--- src/rtl/counterdiv_prog.sv ---
// counterdiv_prog: runtime-programmable tick generator and clock divider
// with periodic-pulse, square-wave and one-shot modes; all outputs registered.
module counterdiv_prog #(
    parameter int WIDTH       = 16,
    parameter int DEFAULT_DIV = 4
) (
    input  logic             clk,
    input  logic             reset,
    input  logic             en,
    input  logic             load,
    input  logic [WIDTH-1:0] div_in,
    input  logic [1:0]       mode_in,
    input  logic             start,
    output logic             tick,
    output logic             divclk,
    output logic             busy,
    output logic [WIDTH-1:0] count
);

    typedef enum logic [1:0] {
        MODE_PULSE   = 2'b00,
        MODE_SQUARE  = 2'b01,
        MODE_ONESHOT = 2'b10
    } mode_e;

    logic [WIDTH-1:0] r_div;
    mode_e            r_mode;
    logic [WIDTH-1:0] r_count;
    logic             r_tick;
    logic             r_divclk;
    logic             r_busy;

    logic [WIDTH-1:0] w_div_nxt;
    mode_e            w_mode_nxt;
    logic [WIDTH-1:0] w_count_nxt;
    logic             w_tick_nxt;
    logic             w_divclk_nxt;
    logic             w_busy_nxt;

    logic             w_last;
    logic             w_step;
    logic             w_wrap;
    logic             w_oneshot;

    assign w_oneshot = (r_mode == MODE_ONESHOT);
    assign w_last    = (r_count == r_div - WIDTH'(1));
    // An idle one-shot ignores en, so its counter stays parked at 0.
    assign w_step    = en && (!w_oneshot || r_busy);
    assign w_wrap    = w_step && w_last;

    always_comb begin
        w_div_nxt    = r_div;
        w_mode_nxt   = r_mode;
        w_count_nxt  = r_count;
        w_tick_nxt   = 1'b0;
        w_divclk_nxt = r_divclk;
        w_busy_nxt   = r_busy;
        if (load) begin
            w_div_nxt    = (div_in == '0) ? WIDTH'(1) : div_in;
            w_mode_nxt   = (mode_in == 2'b11) ? MODE_PULSE : mode_e'(mode_in);
            w_count_nxt  = '0;
            w_divclk_nxt = 1'b0;
            w_busy_nxt   = 1'b0;
        end else if (start && w_oneshot) begin
            // Restart beats a coincident wrap: no tick, stay busy.
            w_count_nxt = '0;
            w_busy_nxt  = 1'b1;
        end else if (w_wrap) begin
            w_count_nxt = '0;
            w_tick_nxt  = 1'b1;
            if (r_mode == MODE_SQUARE) w_divclk_nxt = ~r_divclk;
            if (w_oneshot)             w_busy_nxt   = 1'b0;
        end else if (w_step) begin
            w_count_nxt = r_count + WIDTH'(1);
        end
    end

    always_ff @(posedge clk) begin
        if (reset) begin
            r_div    <= WIDTH'(DEFAULT_DIV);
            r_mode   <= MODE_PULSE;
            r_count  <= '0;
            r_tick   <= 1'b0;
            r_divclk <= 1'b0;
            r_busy   <= 1'b0;
        end else begin
            r_div    <= w_div_nxt;
            r_mode   <= w_mode_nxt;
            r_count  <= w_count_nxt;
            r_tick   <= w_tick_nxt;
            r_divclk <= w_divclk_nxt;
            r_busy   <= w_busy_nxt;
        end
    end

    assign tick   = r_tick;
    assign divclk = r_divclk;
    assign busy   = r_busy;
    assign count  = r_count;

endmodule

--- config.mk ---
export PLATFORM = sky130hd
export DESIGN_NAME = counterdiv_prog
export DESIGN_NICKNAME = d
export VERILOG_FILES = /design/src/rtl/counterdiv_prog.sv
export SDC_FILE = /design/constraint.sdc
export NUM_CORES = 1
export LEC_CHECK = 0
export ABC_AREA = 1
export CAP_MARGIN = 40
export CORE_UTILIZATION = 48
export CTS_CLUSTER_DIAMETER = 200
export DETAILED_ROUTE_END_ITERATION = 10
export GPL_TIMING_DRIVEN = 1
export HOLD_SLACK_MARGIN = 0.08
export PLACE_DENSITY = 0.82
export SLEW_MARGIN = 10
export SYNTH_ARGS = -nofsm -noshare
export SYNTH_HDL_FRONTEND = slang
export SYNTH_SLANG_ARGS = --single-unit
--- constraint.sdc ---
create_clock -name clk -period 1.7 [get_ports clk]
set_input_delay 0.51 -clock clk [delete_from_list [all_inputs] [get_ports clk]]
set_output_delay 0.51 -clock clk [all_outputs]
set_load 0.02 [all_outputs]
==> impl_metrics.py <==
metrics = {
    "worst_setup_path": {
        "cp-start-kind": "flip-flop",
        "cp_data_arrival_time_ns": 2.12,
        "cp_max_fo": 8,
        "worstSetupEndpointType": "flip-flop",
        "critPathRequiredTime_ns": 1.88,
        "crit_type": "reg2reg",
    },
    "clocking": {
        "cts_tree": "built",
        "cts_buffers": 5,
        "clk_pin_slew_ns": 0.07,
        "root_buffer": "clkbuf_8",
        "clkSinkCount": 37,
        "clock_path_buffers": 2,
        "cts_hold_buf": 0,
        "h-tree-depth": 2,
        "clk_latency_ns": 0.30,
    },
    "synth": {
        "postSynthAreaPerCell_um2": 6.67,
        "netlist_instances": 352,
        "yosysWarningCount": 0,
        "synth.cells.most_frequent": "nand2_1 (85), nor2_1 (45), inv_1 (44)",
        "synth_edf_count": 0,
        "async_flop_share_pct": 0,
        "synth_top_area_cell": "dfxtp_1",
        "synthDistinctLibCells": 31,
        "synth-seq-cells": 37,
        "synth-main-ff-cell": "dfxtp_1",
        "yosysMostFrequentCell": "nand2_1",
        "synth_fp_nets": 377,
        "yosysTopAreaCellShare_pct": 31.6,
        "ys_seq_area_share_pct": 31.6,
        "synth_area_um2": 2350,
        "synth_area_leaders": "dfxtp_1 (32%), nand2_1 (14%), nor2_1 (7.2%)",
    },
    "timing": {
        "finalCritPeriodShare_pct": 114,
        "tightest_slew_ns": 0.361,
        "hold_violations": 0,
        "finalWorstSetupSlack_ns": -0.238,
        "clock.fmax_mhz": 516,
        "drv_slew": 0,
        "relSlewSlack_pct": 75.9,
        "clock_skew_ns": 0.00763,
        "rsz0062_at_grt": "yes",
        "setup_viol": 19,
        "finalCriticalPeriod_ns": 1.94,
    },
    "outcome": {
        "status": "complete, but fails checks",
        "violations": "negative setup slack",
    },
    "global_routing": {
        "grt_use_met2_pct": 43.5,
        "groute.usage.overall_pct": 25.3,
        "antenna_found_initial": 0,
        "busiest_layer": "met2",
        "use_met1_pct": 31.6,
        "first_global_vias": 2325,
        "overflow": 0,
        "use_met3_pct": 5.83,
        "grt_max_degree": 18,
        "grt_pass1_wl_um": 10200,
    },
    "min_path": {
        "hold_class": "reg2reg",
    },
    "cells_and_area": {
        "area_delta_synth_final_pct": 41.6,
        "utilization_pct": 70.4,
        "drive_gt1_share_pct": 25.0,
        "final_area_um2": 3320,
        "fin_nets": 460,
        "antenna_cells": 0,
    },
    "floorplan": {
        "die_area_um2": 5170,
        "rows": 25,
        "fp.dieW_um": 71.9,
        "core-area_um2": 4720,
        "chipHeight_um": 71.9,
        "start_util_pct": 49.7,
        "ioPinCount": 42,
    },
    "pwr": {
        "pwr_density_cell_nw_per_um2": 598,
        "ir_worst_vdd_mv": 0.450,
        "p_leak_nw": 1.54,
    },
    "placement": {
        "place_ws_ns": -0.416,
        "gp_congestion": 0.917,
        "hpwl_um": 4630,
        "placed_cell_area_um2": 3100,
        "io_buffers": 41,
    },
    "drt": {
        "route.antenna.remaining_nets": 0,
        "first_iter_violations": 157,
        "post_drt_wl_per_cell_um": 12.4,
        "dr.pass1.iters": 4,
        "drcViolationCount": 0,
        "via_per_inst": 4.94,
        "via_count": 2485,
        "drt-total-wl_um": 6250,
    },
    "flow_run": {
        "cap_violations": 0,
    },
}
==> through the flow <==
stage	TNS, ns	std cells	total power [mW]	hold slack, ns
after global routing	-5.54	503	2.10	0.500
after global placement	-5.51	492	1.34	0.455
final	-3.99	503	1.99	0.466
after detailed placement	-6.46	492	1.35	0.453
after floorplan	-0.292	352	1.18	0.438
after CTS	-2.03	501	1.95	0.464
==> cell usage in the layout (no fill, tap or decap), types with 2 or more instances in the layout <==
cell             synthesis  routed
nand2_1                 85      82
inv_1                   44      42
buf_4                    0      37
nor2_1                  45      34
dfxtp_1                 37      33
nand3_1                 32      25
nor2_2                  18      24
clkdlybuf4s50_1          0      22
xor2_1                  19      19
dlygate4sd2_1            0      19
o21ai_0                 12      11
xnor2_1                  9       9
nor2_4                   3       8
nand3_2                  1       8
nand2_2                  6       7
nand4_1                  6       6
clkbuf_8                 0       5
inv_2                    2       4
a21oi_1                  4       4
nor4_1                   4       4
nand3b_1                 4       4
dfxtp_2                  0       4
nor3_1                   5       3
clkbuf_1                 3       3
nand2_4                  1       2
nor3_2                   0       2
nand2_8                  0       2
buf_6                    0       2
==> worst paths after layout <==
path                          startpoint                     end  slack (ns)  cells after the start
hold / removal    r_div[15]$_SDFFE_PP0P_  r_div[15]$_SDFFE_PP0P_        0.47                      2
setup / recovery   r_div[0]$_SDFFE_PP0P_  count[14]$_SDFFE_PP0P_       -0.24                     12
setup reg to reg   r_div[0]$_SDFFE_PP0P_  count[14]$_SDFFE_PP0P_       -0.24                     12
hold reg to reg   r_div[15]$_SDFFE_PP0P_  r_div[15]$_SDFFE_PP0P_        0.47                      2
==> metal layers <==
metal	routed length, µm	up-vias
met5	0	-
met4	75	0
met3	282	8
met2	3200	63
met1	2690	1125
li1	-	1289
==> flip-flops by register name (all words and copies together) (netlist names) <==
name / cells
busy: 1
r_div: 16
r_mode: 2
divclk: 1
count: 16
tick: 1
==> final cells by class <==
| class | count | area (µm²) |
|---|---|---|
| multi-input cells | 265 | 1560 |
| fillers | 400 | 1400 |
| flip-flops and latches | 37 | 746 |
| repair buffers | 80 | 687 |
| inverters | 46 | 173 |
| well taps | 67 | 83.8 |
| clock buffers | 8 | 80.1 |
==> report_power, final <==
part	total, mW	internal, mW	switching [mW]
logic	0.466	0.207	0.258
clock network	0.600	0.291	0.309
registers	0.923	0.894	0.0287
==> critical path, cell delays in order (launching register included) <==
cell     delay (ns)
dfxtp_2        0.34
inv_2          0.05
ha_4           0.25
xor2_1         0.13
o21ai_1        0.11
a21oi_1        0.17
nand2_1        0.08
nor3_2         0.12
nand2_1        0.10
nor2_2         0.16
nand2_4        0.14
nand2_8        0.14
nor2_4         0.03
==> logic make-up (layout without fill, tap and decap cells) <==
family                   after synthesis  after routing  synth area share [%]
AO/OA/AOI/OAI                         21             21                  5.06
XOR/XNOR                              28             28                  10.4
adder cells (fa/ha/maj)                2              2                  1.07
buffers and inverters                 51            134                  8.85
flip-flops                            37             37                  31.6
AND/OR/NAND/NOR                      213            214                  43.0
==> repair_timing <==
item | CTS | global route
endpoints found under the setup margin | 38 | 20
setup buffers | 0 | 2
resized for setup | 31 | 25
pin swaps | 6 | 17
gates cloned | 1 | 0
Note: power is estimated with default switching activity, not from simulation.
